===== config.mk =====
export PLATFORM = sky130hd
export DESIGN_NAME = dds_sweep_ctrl
export DESIGN_NICKNAME = d
export VERILOG_FILES = /design/src/rtl/dds_sweep_ctrl.sv
export SDC_FILE = /design/constraint.sdc
export NUM_CORES = 1
export LEC_CHECK = 0
export CAP_MARGIN = 30
export CORE_UTILIZATION = 37
export CTS_CLUSTER_DIAMETER = 40
export CTS_CLUSTER_SIZE = 10
export DETAILED_ROUTE_END_ITERATION = 10
export PLACE_DENSITY_LB_ADDON = 0.05
export SLEW_MARGIN = 0
export SYNTH_ARGS = -nofsm -noshare
export SYNTH_HDL_FRONTEND = slang
export SYNTH_SLANG_ARGS = --single-unit
export TNS_END_PERCENT = 30

===== constraint.sdc =====
create_clock -name clk -period 11.2 [get_ports clk]
set_clock_uncertainty 0.1 [all_clocks]
set_input_delay 2.8 -clock clk [delete_from_list [all_inputs] [get_ports clk]]
set_output_delay 2.8 -clock clk [all_outputs]
set_load 0.02 [all_outputs]

===== src/rtl/dds_sweep_ctrl.sv =====
// -----------------------------------------------------------------------------
// dds_sweep_ctrl
//
// Frequency sweep controller for a DDS phase accumulator. A sweep
// configuration is captured into shadow registers while idle. A start
// request then steps the frequency control word from the start value towards
// the stop value. Each word is held for dwell+1 clock cycles.
//
// Sweep modes:
//   00 single up     : one pass start -> stop, then done
//   01 sawtooth      : start -> stop, jump back to start, repeat
//   10 triangle      : start -> stop -> start, repeat
//   11 (reserved)    : behaves as single up
//
// Ports:
//   clk          in   DDS clock (125 MHz), the only clock
//   rst          in   synchronous active-high reset
//   cfg_valid    in   configuration presented
//   cfg_ready    out  configuration accepted (high only while idle)
//   cfg_f_start  in   start frequency word
//   cfg_f_stop   in   stop frequency word
//   cfg_f_step   in   frequency increment per step
//   cfg_dwell    in   hold each word for cfg_dwell+1 cycles
//   cfg_mode     in   sweep mode (see above)
//   start        in   begin a sweep from the shadow configuration
//   abort        in   stop the sweep at once, holding f_word
//   f_word       out  registered frequency control word
//   busy         out  sweep in progress
//   step_tick    out  one-cycle pulse on each f_word change during a sweep
//   done         out  one-cycle pulse when a single sweep completes
// -----------------------------------------------------------------------------
module dds_sweep_ctrl #(
    parameter int DWELL_W = 24
) (
    input  logic               clk,
    input  logic               rst,
    input  logic               cfg_valid,
    output logic               cfg_ready,
    input  logic [31:0]        cfg_f_start,
    input  logic [31:0]        cfg_f_stop,
    input  logic [31:0]        cfg_f_step,
    input  logic [DWELL_W-1:0] cfg_dwell,
    input  logic [1:0]         cfg_mode,
    input  logic               start,
    input  logic               abort,
    output logic [31:0]        f_word,
    output logic               busy,
    output logic               step_tick,
    output logic               done
);

    typedef enum logic [1:0] {
        IDLE     = 2'd0,
        RUN_UP   = 2'd1,
        RUN_DOWN = 2'd2
    } state_t;

    typedef enum logic [1:0] {
        MODE_SINGLE = 2'b00,
        MODE_SAW    = 2'b01,
        MODE_TRI    = 2'b10,
        MODE_RSVD   = 2'b11
    } mode_t;

    state_t             state_q,     state_d;
    logic [31:0]        f_word_q,    f_word_d;
    logic [DWELL_W-1:0] dwell_cnt_q, dwell_cnt_d;
    logic               step_tick_q, step_tick_d;
    logic               done_q,      done_d;

    logic [31:0]        sh_start_q,  sh_start_d;
    logic [31:0]        sh_stop_q,   sh_stop_d;
    logic [31:0]        sh_step_q,   sh_step_d;
    logic [DWELL_W-1:0] sh_dwell_q,  sh_dwell_d;
    mode_t              sh_mode_q,   sh_mode_d;

    // Candidate next words, one step up and one step down from the current word.
    // The up sum has a carry bit, so a wrap past 2^32 compares above stop and
    // saturates to stop. The down difference has a borrow bit, so an underflow
    // clamps to start. Both apply at the turn-around points as well. There
    // f_word equals stop (or start), which gives max(stop-step, start) and
    // min(start+step, stop).
    logic [32:0] up_sum;
    logic [32:0] dn_diff;
    logic [31:0] up_next;
    logic [31:0] dn_next;
    logic        dwell_exp;
    logic        degenerate;

    always_comb begin
        up_sum     = {1'b0, f_word_q} + {1'b0, sh_step_q};
        dn_diff    = {1'b0, f_word_q} - {1'b0, sh_step_q};
        up_next    = (up_sum > {1'b0, sh_stop_q}) ? sh_stop_q : up_sum[31:0];
        dn_next    = (dn_diff[32] || (dn_diff[31:0] < sh_start_q)) ? sh_start_q
                                                                   : dn_diff[31:0];
        dwell_exp  = (dwell_cnt_q == '0);
        degenerate = (sh_step_q == '0) || (sh_start_q >= sh_stop_q);
    end

    // NOTE: every variable gets its hold/default value first, so no path through
    // the case statement leaves one unassigned and no latch can be inferred.
    always_comb begin
        state_d     = state_q;
        f_word_d    = f_word_q;
        dwell_cnt_d = dwell_cnt_q;
        step_tick_d = 1'b0;
        done_d      = 1'b0;
        sh_start_d  = sh_start_q;
        sh_stop_d   = sh_stop_q;
        sh_step_d   = sh_step_q;
        sh_dwell_d  = sh_dwell_q;
        sh_mode_d   = sh_mode_q;

        if (cfg_valid && (state_q == IDLE)) begin
            sh_start_d = cfg_f_start;
            sh_stop_d  = cfg_f_stop;
            sh_step_d  = cfg_f_step;
            sh_dwell_d = cfg_dwell;
            sh_mode_d  = mode_t'(cfg_mode);
        end

        case (state_q)
            IDLE: begin
                if (start && !abort) begin
                    f_word_d = sh_start_q;
                    if (degenerate) begin
                        done_d = 1'b1;
                    end else begin
                        state_d     = RUN_UP;
                        dwell_cnt_d = sh_dwell_q;
                    end
                end
            end

            RUN_UP: begin
                if (abort) begin
                    state_d = IDLE;
                end else if (!dwell_exp) begin
                    dwell_cnt_d = dwell_cnt_q - DWELL_W'(1);
                end else begin
                    dwell_cnt_d = sh_dwell_q;
                    if (f_word_q != sh_stop_q) begin
                        f_word_d    = up_next;
                        step_tick_d = 1'b1;
                    end else begin
                        case (sh_mode_q)
                            MODE_SAW: begin
                                f_word_d    = sh_start_q;
                                step_tick_d = 1'b1;
                            end
                            MODE_TRI: begin
                                state_d     = RUN_DOWN;
                                f_word_d    = dn_next;
                                step_tick_d = 1'b1;
                            end
                            default: begin
                                state_d = IDLE;
                                done_d  = 1'b1;
                            end
                        endcase
                    end
                end
            end

            RUN_DOWN: begin
                if (abort) begin
                    state_d = IDLE;
                end else if (!dwell_exp) begin
                    dwell_cnt_d = dwell_cnt_q - DWELL_W'(1);
                end else begin
                    dwell_cnt_d = sh_dwell_q;
                    step_tick_d = 1'b1;
                    if (f_word_q != sh_start_q) begin
                        f_word_d = dn_next;
                    end else begin
                        state_d  = RUN_UP;
                        f_word_d = up_next;
                    end
                end
            end

            default: begin
                state_d = IDLE;
            end
        endcase
    end

    // NOTE: state registers use non-blocking assignments so every register
    // samples the pre-edge value of the others, whatever the statement order.
    always_ff @(posedge clk) begin
        if (rst) begin
            state_q     <= IDLE;
            f_word_q    <= '0;
            dwell_cnt_q <= '0;
            step_tick_q <= 1'b0;
            done_q      <= 1'b0;
            // NOTE: the shadow configuration is cleared as well. A start issued
            // straight after reset then sees step=0 and completes at once
            // instead of sweeping from an undefined value.
            sh_start_q  <= '0;
            sh_stop_q   <= '0;
            sh_step_q   <= '0;
            sh_dwell_q  <= '0;
            sh_mode_q   <= MODE_SINGLE;
        end else begin
            state_q     <= state_d;
            f_word_q    <= f_word_d;
            dwell_cnt_q <= dwell_cnt_d;
            step_tick_q <= step_tick_d;
            done_q      <= done_d;
            sh_start_q  <= sh_start_d;
            sh_stop_q   <= sh_stop_d;
            sh_step_q   <= sh_step_d;
            sh_dwell_q  <= sh_dwell_d;
            sh_mode_q   <= sh_mode_d;
        end
    end

    assign f_word    = f_word_q;
    assign busy      = (state_q != IDLE);
    assign cfg_ready = (state_q == IDLE);
    assign step_tick = step_tick_q;
    assign done      = done_q;

endmodule


## Word-level counts from Yosys, hierarchy flattened

Cells that the tools add are included.

- Output and inout port bits: 36
- RAM bits: 0
- Word-level logic and storage cells: 91
- Memory bits (read-only): 0
- Flip-flop bits (word level): 182
- Bits in latches: 0
- Memories: 0

- Shifts and indexed selects: 0
- Muxes and demuxes: 40
- Multipliers: 0
- Eq/ne operators: 19
- Magnitude comparators: 3
- Add/sub/neg operators: 3
- Bitwise operators: 0
- Reductions and logical operators: 16
- Div/mod/pow operators: 0

Operators with widths:

| operator | count |
|---|---|
| 2-to-1 mux 32 bit | 9 |
| 2-to-1 mux 24 bit | 4 |
| one-hot mux 32 bit (3 select lines) | 1 |
| inequality test 32 bit | 2 |
| one-hot mux 32 bit (2 select lines) | 1 |
| one-hot mux 24 bit (2 select lines) | 1 |
| adder 32 x 32 -> 33 bit | 1 |
| greater-than comparator 33 x 32 -> 1 bit | 1 |
| subtractor 32 x 32 -> 33 bit | 1 |
| >= comparator 32 bit | 1 |
| zero test 32 bit | 1 |
| less-than comparator 32 bit | 1 |
| zero test 24 bit | 1 |
| subtractor 24 x 1 -> 24 bit, second input constant | 1 |
| 2-to-1 mux 2 bit | 8 |
| inequality test 3 bit, second input constant | 5 |
| AND reduction 7 bit | 2 |
| 2-to-1 mux 1 bit | 12 |
| inequality test 2 bit, second input constant | 6 |
| one-hot mux 2 bit (3 select lines) | 1 |
| == test 2 x 1 -> 1 bit, second input constant | 2 |
| == test 2 bit, second input constant | 2 |
| inequality test 4 bit, second input constant | 1 |
| one-hot mux 1 bit (2 select lines) | 2 |
| other kinds (10) | 14 |

## Longest topological paths before layout

- Depth in word-level cells: 9
- Mapped depth: 26

## Worst setup path before layout

No wires, ideal clock.

- Path kind: flip-flop to flip-flop
- Start: register f_word_q[5], in the netlist f_word[5]
- End: register f_word_q[6], in the netlist f_word[6]
- Arrival time: 5,270 ps
- Required time: 10,985 ps
- Stages on the path, launching flop included: 26
- Period minus slack after synthesis: 5,485 ps
- Slack: 5,715 ps
- Cells stage by stage: dfxtp_1 ha_1 buf_2 nor3b_1 or4_1 a211oi_2 o2111ai_1 nand3b_1 a31oi_1 o2bb2ai_2 nor4b_2 nor2_1 xnor2_1 ha_1 nand4_1 nor3_1 a221o_1 a2111oi_0 a21oi_1 a21o_1 clkbuf_1 nor2_2 buf_2 o21ai_0 a32oi_1 a21bo_2

- Longest elaborated chain between the ends: 9
- Elaborated cells on any way between the ends: 19

RTL lines:

| element | RTL line | RTL |
|---|---|---|
| start: declaration | 66 | `logic [31:0] f_word_q, f_word_d;` |
| start signal: assignment | 207 | `f_word_q <= f_word_d;` |
| subtractor 32 x 32 -> 33 bit | 92 | `dn_diff = {1'b0, f_word_q} - {1'b0, sh_step_q};` |
| less-than comparator 32 bit | 94 | `dn_next = (dn_diff[32] \|\| (dn_diff[31:0] < sh_start_q)) ? sh_start_q` |
| logical OR 1 bit | 94 |  |
| 2-to-1 mux 32 bit | 94 |  |
| one-hot mux 32 bit (2 select lines) | 146 | `case (sh_mode_q)` |
| 2-to-1 mux 32 bit | 142 | `if (f_word_q != sh_stop_q) begin` |
| 2-to-1 mux 32 bit | 138 | `end else if (!dwell_exp) begin` |
| 2-to-1 mux 32 bit | 136 | `if (abort) begin` |
| one-hot mux 32 bit (3 select lines) | 122 | `case (state_q)` |

Several ways; a longest one is shown, not always the timed one. The select of a mux whose other input is x is not followed.
A chain may end at the register's enable or synchronous reset.

## Final worst setup path

- Start: register f_word_q[6], in the netlist f_word[6]
- End: register f_word_q[29], in the netlist f_word[29]

The elaborated chain is that of the path after synthesis.

==> metrics <==
outcome=completed; FF+latch count, synth=182; Max Freq=143 MHz; Port Buf Inserts=162; clk_lat worst skew=480 ps; CTS H-tree lvls=4; layout cell share with drive strength beyond 1=4.45%; Post-synth top flop=dfxtp_1; count of final hold-check violations=0; cts hold-fix bufs=0; Layout fillers=4311; die width=208 um; vias per std cell=5.96; Hold Path Class=reg2reg; initial antenna violation count=1; CORE AREA=41300 um2; largest net degree at the start of global routing=82; Post-Layout Cell Count=2759; Setup Buffers After CTS=0; ys async rst share=0%; CP startpoint kind=flop; Layout area overhead=16.3%; clk root buf=clkbuf_16; Synth Area per Inst=7.32 um2; CTS sink cnt=182; first-pass GRT wire length=98200 um; GR Util All Layers=29.9%; final setup fails=0; crit path DAT=7240 ps; grt met3 use=4.96%; CTS tree=done; met2 GRT Util=48.6%; Die Y=208 um; Place WS=4320 ps; nets@finish=2509; worst-margin pin slew=1020 ps; gpl congestion=1.00; WL/cell=23.7 um; Core Util, Final=44.1%; Post-Place Cells=2726; number of synthesized flops with an enable pin=0; CTS Buf Count=17; Slew Viols, Final=0; period utilisation layout=62.3%; PostCTS Resize Cnt=0; Switch Pwr=3.02 mW; die area=43100 um2; synth top area cells=dfxtp_1 23%, ha_1 13%, a21oi_1 9.4%; Post-synth top cells=317 x nand2_1, 293 x a21oi_1, 182 x dfxtp_1; Clock Path Buffers=2; Cell Area, Synth=15600 um2; Int Power=2.35 mW; initial core utilization=37.9%; Worst EP required=11470 ps; critical path class=reg2reg; Lkg Pwr=7.12 nW; register area share after synthesis=23.3%; Setup WS post-layout=4230 ps; peak supply drop=0.124 mV; final wirelength=65300 um; DRC viols=0; sequential fraction of design power=17.8%; grt ovf=0; Ports=163; fin crit period=6970 ps; leading area contributor after synthesis=dfxtp_1; Yosys cell types=86; syn_nets=2432; post-DP HPWL=49500 um; Switching Share=56.3%; Vias=16438; clock-pin slew on the worst setup and hold paths=80 ps; clock share of power=11.8%; Combinational Power Share=70.4%; Slew HR=31.8%; YS warnings=0; Yosys top cell area share=23.3%; critical path peak fanout=16; vias in the first global route=15651; CP endpoint kind=flop; met1 global-route usage=39.9%; most common cell in the netlist=nand2_1; Post-Syn Instances=2136; DRT Pass-1 Iters=5; RSZ-0062 raised after global routing=no; hold_ws=359 ps; DR iter-0 viols=1491; row count=74; max_cap viols=0; busiest layer in global routing=met2; post-route setup TNS=0 ps; Final ANT Viol Nets=0; power density cells=295 nW/um2
==> flip-flops by register name (all words and copies together), names as in the netlist <==
register and count:
step_tick 1, f_word 32, sh_stop_q 32, sh_start_q 32, sh_step_q 32, state_q 2
done 1, dwell_cnt_q 24, sh_mode_q 2, sh_dwell_q 24
==> critical path, stage by stage, from the launching register on <==
cell	delay, ps
dfxtp_1	490
ha_1	420
nor2b_1	220
or4_1	520
a211oi_2	440
o2111ai_1	270
nand3b_1	250
a31oi_1	150
o2bb2ai_2	180
nor4b_2	350
nor2_1	100
xnor2_1	140
ha_1	290
nand4_1	140
nor3_1	70
a221o_1	310
a2111oi_0	390
a21oi_1	210
a21oi_1	150
buf_4	230
nand2_1	350
buf_4	370
or4_1	420
a31oi_1	170
o22ai_1	100
==> layout make-up <==
cell class | instances | area, um2 | area share (%)
tap | 532 | 666 | 3.66
multi-input combinational | 1684 | 11000 | 60.2
clock inverter | 13 | 130 | 0.715
antenna | 1 | 2.50 | 0.0137
inverter | 142 | 533 | 2.93
clock buffer | 19 | 453 | 2.49
sequential | 182 | 3640 | 20.0
timing repair buffer | 186 | 1810 | 9.93
==> placed cells by master (no fill, tap or decap), types with 13 or more instances in the layout <==
cell             synthesis  final
o211ai_1                34     34
nor2_1                 127    126
a21oi_1                293    293
a21o_1                  34     34
o21a_1                  13     13
nor3_1                  50     50
nand2_1                317    316
nand2b_1                14     14
o21bai_1                13     13
clkbuf_16                0     17
a31oi_1                 22     22
a211oi_1                24     24
mux2i_1                 24     24
nor4_1                  34     34
o31ai_1                 25     25
o21ai_0                 93     93
ha_1                   167    167
xnor2_1                 78     78
nand4_1                 35     35
buf_4                    2     22
dfxtp_1                182    182
clkdlybuf4s50_1          0    161
nor2b_1                 15     14
nand3_1                 42     42
xor2_1                  42     42
inv_1                  140    140
==> per-layer routing <==
metal	part of all wire, %	vias to the layer above
met4	3.3	2
li1	-	7824
met1	44	7889
met5	0.020	-
met3	6.7	119
met2	46	604
==> metrics by stage <==
stage | area (um2) | power [mW]
3_3_place_gp | 17600 | 4.62
6_report | 18200 | 5.37
4_1_cts | 18200 | 5.29
3_5_place_dp | 17600 | 4.64
5_1_grt | 18200 | 5.72
2_1_floorplan | 15600 | 3.36
==> worst paths after layout <==
| kind | startpoint | to | slack (ps) | cells past startpoint |
|---|---|---|---|---|
| worst max-delay path | f_word[6] | f_word[29] | 4230 | 24 |
| worst min-delay path | sh_dwell_q[6] | sh_dwell_q[6] | 360 | 2 |
| worst max register to register | f_word[6] | f_word[29] | 4230 | 24 |
| worst min register to register | sh_dwell_q[6] | sh_dwell_q[6] | 360 | 2 |
==> cells by family after synthesis <==
kind of cell,share of synthesized area [%]
xor+xnor,6.72
mux,1.68
flops,23.3
simple gates,19.8
buf+inv,6.77
compound gates,28.1
fa+ha+maj,13.6
==> power by group through the flow <==
stage,registers (mW),logic (mW),clock network (mW)
floorplan,0.928,2.43,0
global placement,0.965,3.65,0
detailed placement,0.968,3.67,0
CTS,0.953,3.69,0.648
global route,0.971,4.08,0.668
finish,0.954,3.78,0.633
(Power assumes the default switching activity.)
